==> src/rtl/gate_identifier.sv <==
// gate_identifier: probes an external 2-input gate unit with all four operand
// combinations, captures its truth table and decodes it into a gate select
// code plus a negate_b flag.
// Optional build macro GATE_ID_DOUBLE_SAMPLE_EN: each combination is sampled
// on two consecutive edges, and any disagreement is reported on `unstable`.
module gate_identifier (
  input  logic       clk,
  input  logic       rst_n,
  input  logic       start,
  output logic       probe_a,
  output logic       probe_b,
  input  logic       probe_result,
  output logic       busy,
  output logic       done,
  output logic       valid,
  output logic [2:0] select_out,
  output logic       negate_out,
  output logic [3:0] truth_table,
  output logic       unstable
);

  typedef enum logic [2:0] {
    IDLE   = 3'd0,
    SETTLE = 3'd1,
    SAMPLE = 3'd2,
    DECODE = 3'd3,
    DONE   = 3'd4
  } state_t;

  state_t     state, state_nxt;
  logic [1:0] idx;
  logic [1:0] idx_inc;
  logic [3:0] tt_acc;
  logic       sample_last;

`ifdef GATE_ID_DOUBLE_SAMPLE_EN
  logic       sample_phase;
  logic       first_smp;
  logic       mismatch;
`endif

  // Map a captured truth table to {valid, select, negate}; unknown tables
  // decode to all zeros. Where two encodings fit, the lower one is listed.
  function automatic logic [4:0] decode_gate(input logic [3:0] tt);
    logic [4:0] r;
    case (tt)
      4'h3:    r = {1'b1, 3'b000, 1'b0};
      4'h0:    r = {1'b1, 3'b111, 1'b0};
      4'h8:    r = {1'b1, 3'b001, 1'b0};
      4'h4:    r = {1'b1, 3'b001, 1'b1};
      4'h7:    r = {1'b1, 3'b010, 1'b0};
      4'hB:    r = {1'b1, 3'b010, 1'b1};
      4'hE:    r = {1'b1, 3'b011, 1'b0};
      4'hD:    r = {1'b1, 3'b011, 1'b1};
      4'h1:    r = {1'b1, 3'b100, 1'b0};
      4'h2:    r = {1'b1, 3'b100, 1'b1};
      4'h6:    r = {1'b1, 3'b101, 1'b0};
      4'h9:    r = {1'b1, 3'b101, 1'b1};
      default: r = 5'b0;
    endcase
    return r;
  endfunction

  assign idx_inc = idx + 2'd1;

`ifdef GATE_ID_DOUBLE_SAMPLE_EN
  assign sample_last = sample_phase;
`else
  assign sample_last = 1'b1;
`endif

  // State register
  always_ff @(posedge clk or negedge rst_n) begin
    if (!rst_n) state <= IDLE;
    else        state <= state_nxt;
  end

  // Next-state and status outputs
  always_comb begin
    state_nxt = state;
    busy      = 1'b0;
    done      = 1'b0;
    case (state)
      IDLE:   if (start) state_nxt = SETTLE;
      SETTLE: begin
        busy      = 1'b1;
        state_nxt = SAMPLE;
      end
      SAMPLE: begin
        busy = 1'b1;
        if (sample_last) state_nxt = (idx == 2'd3) ? DECODE : SETTLE;
      end
      DECODE: begin
        busy      = 1'b1;
        state_nxt = DONE;
      end
      DONE: begin
        done      = 1'b1;
        state_nxt = IDLE;
      end
      default: state_nxt = IDLE;
    endcase
  end

  // Probe drive, truth-table capture and result registers
  always_ff @(posedge clk or negedge rst_n) begin
    if (!rst_n) begin
      idx         <= 2'd0;
      probe_a     <= 1'b0;
      probe_b     <= 1'b0;
      tt_acc      <= 4'd0;
      valid       <= 1'b0;
      select_out  <= 3'd0;
      negate_out  <= 1'b0;
      truth_table <= 4'd0;
`ifdef GATE_ID_DOUBLE_SAMPLE_EN
      sample_phase <= 1'b0;
      first_smp    <= 1'b0;
      mismatch     <= 1'b0;
      unstable     <= 1'b0;
`endif
    end else begin
      case (state)
        IDLE: if (start) begin
          idx     <= 2'd0;
          probe_a <= 1'b0;
          probe_b <= 1'b0;
          tt_acc  <= 4'd0;
`ifdef GATE_ID_DOUBLE_SAMPLE_EN
          sample_phase <= 1'b0;
          mismatch     <= 1'b0;
`endif
        end
        SAMPLE: begin
`ifdef GATE_ID_DOUBLE_SAMPLE_EN
          sample_phase <= ~sample_phase;
          if (!sample_phase) first_smp <= probe_result;
          else if (probe_result != first_smp) mismatch <= 1'b1;
`endif
          if (sample_last) begin
            tt_acc[idx] <= probe_result;
            if (idx != 2'd3) begin
              idx                <= idx_inc;
              {probe_a, probe_b} <= idx_inc;
            end
          end
        end
        DECODE: begin
          probe_a     <= 1'b0;
          probe_b     <= 1'b0;
          truth_table <= tt_acc;
`ifdef GATE_ID_DOUBLE_SAMPLE_EN
          unstable <= mismatch;
          if (mismatch) {valid, select_out, negate_out} <= 5'b0;
          else          {valid, select_out, negate_out} <= decode_gate(tt_acc);
`else
          {valid, select_out, negate_out} <= decode_gate(tt_acc);
`endif
        end
        default: ;
      endcase
    end
  end

`ifndef GATE_ID_DOUBLE_SAMPLE_EN
  assign unstable = 1'b0;
`endif

endmodule

==> config.mk <==
export PLATFORM = sky130hd
export DESIGN_NAME = gate_identifier
export DESIGN_NICKNAME = d
export VERILOG_FILES = /design/src/rtl/gate_identifier.sv
export SDC_FILE = /design/constraint.sdc
export NUM_CORES = 1
export LEC_CHECK = 0
export BUFFER_PORTS_ARGS = -buffer_cell sky130_fd_sc_hd__buf_2
export CORE_UTILIZATION = 40
export DETAILED_ROUTE_END_ITERATION = 6
export MAX_ROUTING_LAYER = met4
export PLACE_DENSITY = 0.66
export SYNTH_ARGS = -nofsm -noshare
export SYNTH_HDL_FRONTEND = slang
export SYNTH_SLANG_ARGS = --single-unit
==> constraint.sdc <==
create_clock -name clk -period 1.5 [get_ports clk]
set_input_delay 0.075 -clock clk [delete_from_list [all_inputs] [get_ports clk]]
set_output_delay 0.075 -clock clk [all_outputs]
set_load 0.01 [all_outputs]
==> results.toml <==
[run_status]
outcome = "finished, violations left"
failed_checks = "setup timing"

[setup_path]
worstPathRequired_ns = 1.69
r2r-start = "tt_acc[0]"
reg2reg_depth = 4
cp.arrival_ns = 1.73
cp-endpoint = "select_out[0]"
worstSetupPathType = "flop to flop"
reg2reg_to = "select_out[0]"
start_kind = "flop"
critPathMaxFanout = 2
crit_start = "tt_acc[0]"
endpoint_kind = "flop"
worst-r2r-setup-slack_ns = -0.03

[floorplan]
fp-row-count = 18
start_util = 0.435
ios = 18
dieArea_sq_mm = 0.00301
core_area_sq_mm = 0.00257
die_h_microns = 54.9
die_x_microns = 54.9

[yosys]
synthesis.nets = 119
ys_ff_latch = 20
synth_area_leaders = "dfrtp_1, ha_1, mux2_2"
ys_warn_count = 0
synth_top_family_by_area = "multiplexers"
synth.largest_area_cell = "dfrtp_1"
synth_top_area_share = 0.448
synth_adder_area_share = 0.112
netlist-cell-type-count = 32
synth-simple-area-share = 0.119
syn_avg_cell_area_sq_um = 10.6
ys_seq_area_frac = 0.448
synthCells = 105
synth-xor-area-share = 0
synth.cell_area_sq_mm = 0.00112
synth_compound_area_frac = 0.119
synth_mux_area_frac = 0.144

[global_route]
grt_overflow = 0
grtUsageTotal = 0.171
grt_max_degree = 21
grt_pass1_wl_mm = 3.47
grt_pass1_vias = 805
antenna_found_initial = 0

[drt]
drt_iter0_drc = 9
viasPerCell = 5.22
drt-total-wl_mm = 2.13
dr_total_vias = 851
drtAntennaViolNets = 0
first_pass_iters = 4
drc = 0
wl_per_cell_microns = 13.1

[place]
dp_hpwl_mm = 1.62
port_buffers = 16
place.gp.congestion = 0.835
preCtsSetupSlack_ns = -0.0211

[layout]
nFillCells = 235
drive_above_1_share = 0.376
area_growth_pct = 22.3
final_nets = 148
n_antenna_cell = 0
layout_common_cells = "dfrtp_1, buf_2, nand2_1, buf_4, ha_1"
layout.cells.most_common = "dfrtp_1"

[clock_tree]
clock_latency_ns = 0.29
post-cts-setup-buffers = 0
clkSlewWorstSetupHoldPaths_ns = 0.11
ctsRootBufferMaster = "clkbuf_4"
cts.sinks = 20
cts_tree = "built"
max-clock-path-buffers = 2
htree_num_levels = 1
numCtsBuffers = 3

[timing]
period_needed_ns = 1.53
max_freq_mhz = 652
worst_slack_ns = -0.0341
final_hold_viol_count = 0
min_period_over_period = 1.02
rsz0062_at_grt = "true"
setup_viol = 1
drv_slew = 0
fin_skew_ns = 0.000996

[hold_path]
hp-class = "input port to asynchronous set/reset pin"

[power]
p_leak_uw = 0.000675
ir_drop_mv = 1.00
p_per_area_mw_per_mm2 = 1920
power_uw = 2620

[job]
drv_cap = 0
## area by class of cell
| cell class | instances | area, sq um | share of cell area |
|---|---|---|---|
| Timing Repair Buffer | 30 | 188 | 0.137 |
| Multi-Input combinational cell | 71 | 569 | 0.417 |
| Inverter | 8 | 32.5 | 0.0238 |
| Clock buffer | 4 | 36.3 | 0.0266 |
| Tap cell | 30 | 37.5 | 0.0275 |
| Sequential cell | 20 | 503 | 0.368 |
## worst max-delay path, cell delays in order (launching register included)
cell and delay [ns]:
dfrtp_2 0.44, inv_4 0.07, ha_4 0.19, mux4_2 0.46
mux2_4 0.26
## per-layer routing
layer	vias to the layer above	GRT usage	share of wire
li1	417	-	-
met1	410	0.200	0.46
met2	22	0.293	0.50
met3	2	0.0250	0.033
met4	0	0.0641	0.0066
met5	-	-	0
## stage by stage
step | util | cell area, sq um | TNS (ns) | std cells | hold slack [ns]
finish | 0.532 | 1370 | -0.0341 | 163 | 0.237
CTS | 0.532 | 1370 | -0.0360 | 163 | 0.252
detailed placement | 0.514 | 1320 | -0.0211 | 158 | 0.0520
floorplan | - | 1130 | -0.0604 | 105 | -0.221
global placement | 0.514 | 1320 | 0 | 158 | 0.0425
global route | 0.532 | 1370 | -0.112 | 163 | 0.298
## registers in the layout, summed over array words and instances (netlist names)
signal / cells
probe_b: 1
idx: 2
negate_out: 1
valid: 1
tt_acc: 4
select_out: 3
state: 3
truth_table: 4
probe_a: 1
## synthesized netlist by cell type (all sizes together)
| cell type | instances |
|---|---|
| a2111oi | 1 |
| a21bo | 1 |
| a21oi | 2 |
| a22o | 5 |
| a31oi | 2 |
| and2 | 1 |
| buf | 5 |
| clkbuf | 1 |
| conb | 1 |
| dfrtp | 20 |
| ha | 10 |
| inv | 8 |
| mux2 | 7 |
| mux2i | 3 |
| mux4 | 2 |
| nand2 | 13 |
| nand2b | 1 |
| nand3 | 1 |
| nand3b | 1 |
| nor2 | 7 |
| nor3 | 2 |
| nor3b | 1 |
| nor4b | 1 |
| o211ai | 1 |
| o21ai | 6 |
| o2bb2ai | 1 |
| or3 | 1 |
## report_power, final
group | internal [uW] | switching [uW]
combinational | 707 | 646
clock | 148 | 167
sequential | 759 | 192
total | 1610 | 1000
## worst min-delay path by stage
| stage | startpoint | endpoint | slack [ns] |
|---|---|---|---|
| 2_1_floorplan | rst_n | idx[0] | -0.22 |
| 3_3_place_gp | rst_n | truth_table[0] | 0.04 |
| 3_5_place_dp | rst_n | truth_table[0] | 0.05 |
| 4_1_cts | rst_n | truth_table[0] | 0.25 |
| 5_1_grt | rst_n | select_out[1] | 0.30 |
| 6_report | rst_n | select_out[1] | 0.24 |
## what timing repair did
| item | CTS | global route |
|---|---|---|
| pin swaps | 1 | 1 |
| setup endpoints to repair | 1 | 3 |
| hold endpoints to repair | 20 | 0 |
| cloned | 0 | 0 |
| gates resized for setup | 0 | 2 |
| hold buffers | 1 | 0 |
## logic make-up (layout without fill, tap and decap cells)
kind of cell,count (synthesis),after routing
simple gates,29,29
flops,20,20
compound gates,19,19
buf+inv,14,42
mux,12,12
fa+ha+maj,10,10
other cells,1,1
(Power assumes the default switching activity.)
